### config.mk
export PLATFORM = sky130hd
export DESIGN_NAME = dm_port_arbiter
export DESIGN_NICKNAME = d
export VERILOG_FILES = /design/src/rtl/dm_port_arbiter.sv
export SDC_FILE = /design/constraint.sdc
export NUM_CORES = 1
export LEC_CHECK = 0
export ABC_AREA = 1
export CAP_MARGIN = 15
export CORE_MARGIN = 5
export CORE_UTILIZATION = 37
export DETAILED_ROUTE_END_ITERATION = 6
export PLACE_DENSITY = 0.89
export SYNTH_ARGS = -nofsm -noshare
export SYNTH_HDL_FRONTEND = slang
export SYNTH_SLANG_ARGS = --single-unit
### constraint.sdc
create_clock -name clk -period 2.1 [get_ports clk]
set_input_delay 0.21 -clock clk [delete_from_list [all_inputs] [get_ports clk]]
set_output_delay 0.21 -clock clk [all_outputs]
set_load 0.03 [all_outputs]
### src/rtl/dm_port_arbiter.sv
// dm_port_arbiter
//   Shares the single-port data memory between the CPU MEM stage (m0) and
//   the DMA/debug engine (m1). Masters take turns round-robin. m1 may also
//   hold the memory for up to LOCK_MAX back-to-back grants by asserting m1_lock.
//   The block builds the DM byte enables from size and address. It suppresses
//   misaligned accesses and accesses outside the DM window, and returns a
//   registered one-cycle response to the master that was granted.
//
// Ports
//   clk, reset                  clock, asynchronous active-low reset
//   mX_req/we/addr/wdata/size   request side of master X (X = 0, 1)
//   m1_lock                     m1 asks to keep ownership for back-to-back grants
//   mX_gnt                      combinational grant, at most one per cycle
//   mX_rvalid/rdata/err         registered response, one cycle after mX_gnt
//   stall_cpu                   m0 is requesting but is not granted this cycle
//   dm_a/dm_wd/dm_we/dm_be      drive the DM port
//   dm_rd                       combinational DM read data
module dm_port_arbiter #(
    parameter logic [31:0] DM_LIMIT = 32'h0000_3000,
    parameter int unsigned LOCK_MAX = 8
) (
    input  logic        clk,
    input  logic        reset,
    input  logic        m0_req,
    input  logic        m0_we,
    input  logic [31:0] m0_addr,
    input  logic [31:0] m0_wdata,
    input  logic [1:0]  m0_size,
    input  logic        m1_req,
    input  logic        m1_we,
    input  logic [31:0] m1_addr,
    input  logic [31:0] m1_wdata,
    input  logic [1:0]  m1_size,
    input  logic        m1_lock,
    output logic        m0_gnt,
    output logic        m0_rvalid,
    output logic [31:0] m0_rdata,
    output logic        m0_err,
    output logic        m1_gnt,
    output logic        m1_rvalid,
    output logic [31:0] m1_rdata,
    output logic        m1_err,
    output logic        stall_cpu,
    output logic [31:0] dm_a,
    output logic [31:0] dm_wd,
    output logic        dm_we,
    output logic [3:0]  dm_be,
    input  logic [31:0] dm_rd
);

    localparam logic [7:0] LOCK_MAX_C = 8'(LOCK_MAX);

    typedef enum logic {ARB, LOCK} state_t;

    state_t      state_q, state_d;
    logic        rrPtr_q, rrPtr_d;
    logic [7:0]  lockCnt_q, lockCnt_d;
    logic        gnt0, gnt1, lockHold;
    logic        err0, err1;
    logic [3:0]  be0, be1;
    logic        m0Rvalid_q, m1Rvalid_q, m0Err_q, m1Err_q;
    logic [31:0] m0Rdata_q, m1Rdata_q;
    logic        selErr, selWe, accessOk;
    logic [3:0]  selBe;
    logic [31:0] selAddr, selWdata;

    function automatic logic [3:0] calcBe(input logic [1:0] size, input logic [1:0] a);
        case (size)
            2'd0:    calcBe = 4'b0001 << a;
            2'd1:    calcBe = a[1] ? 4'b1100 : 4'b0011;
            2'd2:    calcBe = 4'b1111;
            default: calcBe = 4'b0000;
        endcase
    endfunction

    function automatic logic calcErr(input logic [1:0] size, input logic [31:0] addr);
        calcErr = (addr >= DM_LIMIT);
        case (size)
            2'd1:    calcErr = calcErr | addr[0];
            2'd2:    calcErr = calcErr | (|addr[1:0]);
            2'd3:    calcErr = 1'b1;
            default: calcErr = calcErr;
        endcase
    endfunction

    assign err0 = calcErr(m0_size, m0_addr);
    assign err1 = calcErr(m1_size, m1_addr);
    assign be0  = calcBe(m0_size, m0_addr[1:0]);
    assign be1  = calcBe(m1_size, m1_addr[1:0]);

    // m1 keeps the port while it is still locked and under its grant budget.
    // Otherwise we arbitrate normally. Every m1 grant leaves rr_ptr at 0, so a
    // lock exit hands a waiting m0 the grant in that same cycle.
    assign lockHold = (state_q == LOCK) && m1_req && m1_lock && (lockCnt_q < LOCK_MAX_C);

    always_comb begin
        gnt0      = 1'b0;
        gnt1      = 1'b0;
        state_d   = state_q;
        rrPtr_d   = rrPtr_q;
        lockCnt_d = lockCnt_q;
        if (lockHold) begin
            gnt1      = 1'b1;
            lockCnt_d = lockCnt_q + 8'd1;
        end else begin
            if (m0_req && (!m1_req || !rrPtr_q)) begin
                gnt0 = 1'b1;
            end else if (m1_req) begin
                gnt1 = 1'b1;
            end
            state_d   = ARB;
            lockCnt_d = 8'd0;
            if (gnt0) begin
                rrPtr_d = 1'b1;
            end else if (gnt1) begin
                rrPtr_d = 1'b0;
                if (m1_lock) begin
                    state_d   = LOCK;
                    lockCnt_d = 8'd1;
                end
            end
        end
    end

    always_ff @(posedge clk or negedge reset) begin
        if (!reset) begin
            state_q   <= ARB;
            rrPtr_q   <= 1'b0;
            lockCnt_q <= 8'd0;
        end else begin
            state_q   <= state_d;
            rrPtr_q   <= rrPtr_d;
            lockCnt_q <= lockCnt_d;
        end
    end

    // Grants are forced low while reset is held. This keeps the DM port quiet
    // during reset even if the masters are still requesting.
    assign m0_gnt    = gnt0 & reset;
    assign m1_gnt    = gnt1 & reset;
    assign stall_cpu = m0_req & ~m0_gnt;

    assign selErr   = m1_gnt ? err1 : err0;
    assign selWe    = m1_gnt ? m1_we : m0_we;
    assign selBe    = m1_gnt ? be1 : be0;
    assign selAddr  = m1_gnt ? m1_addr : m0_addr;
    assign selWdata = m1_gnt ? m1_wdata : m0_wdata;
    assign accessOk = (m0_gnt | m1_gnt) & ~selErr;

    assign dm_we = accessOk & selWe;
    assign dm_be = accessOk ? selBe : 4'b0000;
    assign dm_a  = accessOk ? selAddr : 32'h0;
    assign dm_wd = accessOk ? selWdata : 32'h0;

    // Responses are single-cycle pulses. Loads capture the DM word on the
    // grant edge. Stores and suppressed accesses return zero data.
    always_ff @(posedge clk or negedge reset) begin
        if (!reset) begin
            m0Rvalid_q <= 1'b0;
            m0Err_q    <= 1'b0;
            m0Rdata_q  <= 32'h0;
            m1Rvalid_q <= 1'b0;
            m1Err_q    <= 1'b0;
            m1Rdata_q  <= 32'h0;
        end else begin
            m0Rvalid_q <= m0_gnt;
            m0Err_q    <= m0_gnt & err0;
            m0Rdata_q  <= (m0_gnt && !err0 && !m0_we) ? dm_rd : 32'h0;
            m1Rvalid_q <= m1_gnt;
            m1Err_q    <= m1_gnt & err1;
            m1Rdata_q  <= (m1_gnt && !err1 && !m1_we) ? dm_rd : 32'h0;
        end
    end

    assign m0_rvalid = m0Rvalid_q;
    assign m0_err    = m0Err_q;
    assign m0_rdata  = m0Rdata_q;
    assign m1_rvalid = m1Rvalid_q;
    assign m1_err    = m1Err_q;
    assign m1_rdata  = m1Rdata_q;

endmodule

==> results_dict.tcl <==
set metrics [dict create \
    status "finished with violations" \
    violations "negative setup slack" \
    crit_path_max_fanout 11 \
    seq_area_mm2 0.00195 \
    worstSetupEndpointType "output pin" \
    skew_ns 0.00724 \
    port_buffers 310 \
    cts_root_buffer "clkbuf_16" \
    slew_viol_final 0 \
    slew_headroom_pct 46.9 \
    syn_area_per_cell_um2 6.87 \
    synth.cell_area_mm2 0.00474 \
    path_cells "nor2_2, nand3_4, o21ai_4, buf_12, buf_12, nand3_1, nand2_1, inv_1, a21oi_2, buf_6" \
    crit_type "register to output pin" \
    initial_core_util_pct 37.7 \
    dp_slack_ns -0.267 \
    wl_per_cell_um 20.1 \
    cts.sinks 78 \
    power_leakage_nw 4.86 \
    hold_violations 0 \
    h-tree-depth 3 \
    synth.area.top_cells "dfrtp_1, nand2_1, inv_1" \
    ys_warn_count 0 \
    vdd_drop_max_mv 0.344 \
    tightest_slew_ns 0.797 \
    dp_hpwl_mm 15.3 \
    clkSlewWorstSetupHoldPaths_ns 0.07 \
    final_layout_size_suffix_gt1_share_pct 27.1 \
    cts_made_buffers 9 \
    arrival_ns 2.20 \
    layout_common_cells "clkdlybuf4s50_1, nand2_1, inv_1" \
    viasPerCell 5.26 \
    die-area_mm2 0.0152 \
    crit_start "lockCnt_q[7]$_DFF_PN0_" \
    area_delta_synth_final_pct 111 \
    die_x_um 123 \
    io_pins 311 \
    firstDrtPassIters 5 \
    final.setup.worst_slack_ns -0.312 \
    rows 41 \
    yosysTopAreaCell "dfrtp_1" \
    cp_slowest_cell "dfrtp_1" \
    grt_overflow 0 \
    rsz0062_at_grt "true" \
    max_stage_delay_ns 0.40 \
    place_inst 1203 \
    setup_viol 69 \
    cp-start-kind "register" \
    p_per_area_mw_per_mm2 459 \
    cp.required_ns 1.89 \
    maxCapViolCount 0 \
    grt_usage_pct 28.0 \
    final_cells 1246 \
    wl_mm 25.0 \
    grt_pass1_wl_mm 32.9 \
    cts_tree "built" \
    final_area_mm2 0.0100 \
    multiInputGateArea_mm2 0.00273 \
    netlist.area_leader.share_pct 41.2 \
    drtIter0Drc 753 \
    place_area_mm2 0.00855 \
    fmax_mhz 415 \
    fin_nets 1245 \
    clockBufferDepth 2 \
    die-height_um 123 \
    synth_cells 690 \
    fill_cells 732 \
    final_common_cell "clkdlybuf4s50_1" \
    antenna_found_initial 4 \
    gp_congestion 0.992 \
    period_minus_slack_ns 2.41 \
    ys_seq_area_share_pct 41.2 \
    cp_common_cell "buf_12" \
    clk_latency_ns 0.34 \
    synth_seq_cells 78 \
    coreArea_mm2 0.0126 \
    grt_pass1_vias 6554 \
    finalCritPeriodShare_pct 115 \
    holdWs_ns 0.120 \
    drc_errors 0 \
    vias 6553 \
    hold_path_class "input pin to asynchronous set/reset pin" \
    grt_max_degree 67 \
    r2r-start "lockCnt_q[7]$_DFF_PN0_" \
    synth_cell_types 30 \
    antenna_left 0 \
]
==> final cells by class <==
type	instances	share of cell area (%)
timing repair buffer	405	43.7
multi-input combinational	452	27.3
sequential	78	19.5
inverter	119	4.46
clock buffer	9	2.25
tap	172	2.15
clock inverter	7	0.612
antenna	4	0.100
==> cells in the mapped netlist (all sizes together) <==
cell type	instances
a21boi	1
a21o	1
a21oi	78
and2	1
buf	23
clkbuf	21
conb	1
dfrtp	78
ha	9
inv	119
nand2	169
nand3	71
nand3b	2
nand4	1
nor2	68
nor3	34
o21ai	8
o31ai	4
xnor2	1
==> state kept, by name, indices dropped and copies added, names as in the netlist <==
register	cells
lockCnt_q	8
m0_err	1
m0_rdata	32
m0_rvalid	1
m1_err	1
m1_rdata	32
m1_rvalid	1
rrPtr_q	1
state_q	1
==> final timing paths <==
check	depth (start not counted)	to	slack, ns
worst max-delay path	10	dm_wd[4]	-0.31
worst min-delay path	2	m1_rdata[20]$_DFF_PN0_	0.12
worst max register to register	9	m1_rdata[6]$_DFF_PN0_	0.33
worst min register to register	1	lockCnt_q[0]$_DFF_PN0_	0.52
max in group asynchronous	3	lockCnt_q[4]$_DFF_PN0_	1.30
min in group clk	3	m0_rdata[16]$_DFF_PN0_	0.41
==> what timing repair did <==
item / CTS / global route
buffers inserted: 13 / 3
pin swaps: 38 / 31
hold buffers: 1 / 0
gates cloned: 5 / 3
setup endpoints to repair: 69 / 69
gates resized for setup: 120 / 87
hold endpoints to repair: 12 / 0
==> power breakdown <==
part	internal (mW)	leakage, nW	switching, mW	total (mW)
Clock	0.823	0.135	0.667	1.49
Sequential	1.53	1.07	0.0128	1.54
Combinational	0.751	3.66	0.812	1.56
Total	3.10	4.86	1.49	4.59
==> layer usage <==
layer | global-route usage, % | vias to the layer above | wire (um) | part of all wire (%)
li1 | - | 2890 | - | -
met1 | 29.2 | 3047 | 8040 | 32
met2 | 51.1 | 486 | 12700 | 51
met3 | 7.96 | 130 | 2710 | 11
met4 | 13.6 | 0 | 1550 | 6.2
met5 | 0 | - | 0 | 0
==> cell families after synthesis <==
| logic type | synth area share, % |
|---|---|
| buf+inv | 13.9 |
| xor+xnor | 0.185 |
| flops | 41.2 |
| compound gates | 10.8 |
| other cells | 0.0792 |
| simple gates | 31.4 |
| fa+ha+maj | 2.38 |
==> through the flow <==
stage	setup TNS, ns	total power [mW]	utilization [%]
after floorplan	-0.987	2.10	-
after global placement	-11.23	2.80	68.0
after detailed placement	-13.13	2.83	68.0
after CTS	-11.24	4.44	75.6
after global routing	-19.47	4.76	79.7
final	-14.70	4.59	79.7
==> worst max-delay path, delay by kind of cell (launching register included) <==
| kind | cells | cell delay [ns] |
|---|---|---|
| simple gates | 4 | 0.56 |
| flops | 1 | 0.40 |
| buf+inv | 4 | 0.56 |
| compound gates | 2 | 0.34 |
Power figures use the tool's default switching activity.
==> patch (config.mk and constraints unchanged) <==
Register the output `m0_err` once more, without a reset; this adds one clock of latency there. The other outputs are not delayed to match.
--- a/src/rtl/dm_port_arbiter.sv
+++ b/src/rtl/dm_port_arbiter.sv
@@ -173,7 +173,9 @@
     end
 
     assign m0_rvalid = m0Rvalid_q;
-    assign m0_err    = m0Err_q;
+    always_ff @(posedge clk) begin
+        m0_err <= m0Err_q;
+    end
     assign m0_rdata  = m0Rdata_q;
     assign m1_rvalid = m1Rvalid_q;
     assign m1_err    = m1Err_q;
Function: changed (a bounded check fails within 4 cycles, from zero or initial values and one cycle with reset low).
==> patch against the unedited design <==
The flow still finishes with violations (negative setup slack); sequential cell count is 1 higher; hold slack gained 0.0069 ns; global-route usage down 2.1 points; die area is 0.39% higher; setup slack got worse by 0.26 ns; first-iteration DRC count is 21% lower; synthesized cell count up 0.14%; total power grew 6.6%; synthesized area up 0.42%; sequential share of layout area fell by 0.75 points; final area increased by 5.1%; register-to-register slack lost 0.19 ns; routed wire length rose by 8.8%; critical endpoint is now dm_a[9].
==> patch: results (changes against the unedited design) <==
| Metric | Value |
|---|---|
| Outcome | finished, violations left |
| Violated checks | negative setup slack |
| Placed Cells | 1207 (+0.33%) |
| Share of post-route cells with drive strength above 1 | 32.0% (+4.9 points) |
| Slowest CP cell | clkdlybuf4s50_1 |
| CP max FO | 8 (-3) |
| Total wire length | 27200 um (+8.8%) |
| LEAKAGE | 0.00509 uW (+4.6%) |
| Placed Area | 8520 um2 (-0.38%) |
| Met1 Routed Length | 8800 um (+9.5%) |
| Crit-path max cell delay | 0.49 ns (+0.09 ns) |
| Pin count of the biggest net entering global routing | 63 (-6.0%) |
| Worst path arrival time | 2.47 ns (+0.27 ns) |
| Dpl hpwl | 15300 um (+0.20%) |
| GP Congestion | 0.882 (-11%) |
| Initial antenna violation count | 2 (-2) |
| DR WL met2 | 13900 um (+9.6%) |
| GRT Util Overall | 25.9% (-2.1 points) |
| Async S/R FF share, synth | 98.7% (-1.3 points) |
| Final setup skew | 0.00844 ns (+0.00120 ns) |
| Largest cells by area after synthesis | dfrtp_1, nand2_1, inv_1, a21oi_1, nand3_1 |
| Int Power | 3330 uW (+7.3%) |
| Met3 Wirelength | 2620 um (-3.1%) |
| Nets | 1271 (+2.1%) |
| Top Layer Used | met4 |
| Sequential-to-total area share from yosys stat | 41.5% (+0.25 points) |
| First-pass GRT wire length | 30300 um (-8.1%) |
| Die X | 123 um (+0.19%) |
| Worst reg-to-reg path cell count | 10 (+1) |
| Number of fillers in the final layout | 683 (-6.7%) |
| Max-slew headroom | 49.9% (+3.0 points) |
| Vias in the first global route | 5913 (-9.8%) |
| Vias | 6717 (+2.5%) |
| Post-route worst setup slack | -0.576 ns (-0.264 ns) |
| Setup violations, final | 69 (unchanged) |
| Netlist cell types | 31 (+3.3%) |
| Via density per instance | 5.29 (+0.57%) |
| Peak VDD IR | 0.000356 V (+3.5%) |
| Gate count of the mapped netlist | 691 (+0.14%) |
==> patch: cell types whose count changed after synthesis, sizes merged <==
cell,before,now
dfxtp,0,1
==> patch: power groups by stage <==
| stage | registers (uW) | logic [uW] | clock network (uW) |
|---|---|---|---|
| floorplan | 1620 | 496 | 0 |
| global placement | 1580 | 1230 | 0 |
| detailed placement | 1590 | 1250 | 0 |
| finish | 1560 | 1690 | 1640 |
| CTS | 1560 | 1360 | 1680 |
| global route | 1560 | 1780 | 1750 |
==> patch: layout make-up <==
class / instances / area [um2] / share of cell area, %
Timing Repair Buffer: 429 / 4730 / 44.9
Multi-Input combinational cell: 453 / 2830 / 26.9
Sequential cell: 79 / 1970 / 18.7
Inverter: 119 / 447 / 4.25
Clock buffer: 9 / 225 / 2.14
Tap cell: 172 / 215 / 2.05
Clock inverter: 7 / 97.6 / 0.928
Antenna cell: 2 / 5.00 / 0.0476
==> patch: what timing repair did <==
action,CTS,global route
cloned,3,18
hold endpoints to repair,1,0
resized for setup,86,181
pin swaps,6,45
setup endpoints to repair,69,101
buffers inserted,10,14
hold buffers,1,0
==> patch: path summary, 6_finish.rpt <==
| check | endpoint | slack, ns | start |
|---|---|---|---|
| worst max-delay path | dm_a[9] | -0.58 | m1_addr[28] |
| worst min-delay path | m0_rvalid | 0.13 | reset |
| worst max register to register | m1_rdata[25] | 0.14 | lockCnt_q[6] |
| worst min register to register | m0_err | 0.36 | m0Err_q |
| max in group asynchronous | m0_rdata[6] | 1.32 | reset |
| min in group clk | m0_err | 0.36 | m0Err_q |
==> patch: critical path, delay by kind of cell <==
family	cells	cell delay, ns
AND/OR/NAND/NOR	6	1.02
buffers and inverters	4	1.00
AO/OA/AOI/OAI	1	0.20
==> patch: per-layer routing <==
layer  vias up  global-route usage, %
met3       151                   6.82
met4         0                   11.1
li1       2947                      -
met5         -                      0
met2       475                   47.9
met1      3144                   27.5
==> patch: kinds of logic (layout without fill, tap and decap cells) <==
group,Yosys count,in the layout,synth area share [%]
other,1,6,0.0788
adders and majority gates,9,9,2.37
xor gates and xnor gates,1,1,0.184
DFF,79,79,41.5
AOI/OAI and AO/OA,92,92,10.8
and+or+nand+nor,346,347,31.3
buffers and inverters,163,564,13.8
==> patch: per-stage QoR <==
step | setup TNS (ns) | setup slack, ns
6_report | -33.60 | -0.576
5_1_grt | -36.83 | -0.612
4_1_cts | -13.45 | -0.221
3_5_place_dp | -15.45 | -0.294
3_3_place_gp | -12.02 | -0.270
2_1_floorplan | -0.987 | -0.0247
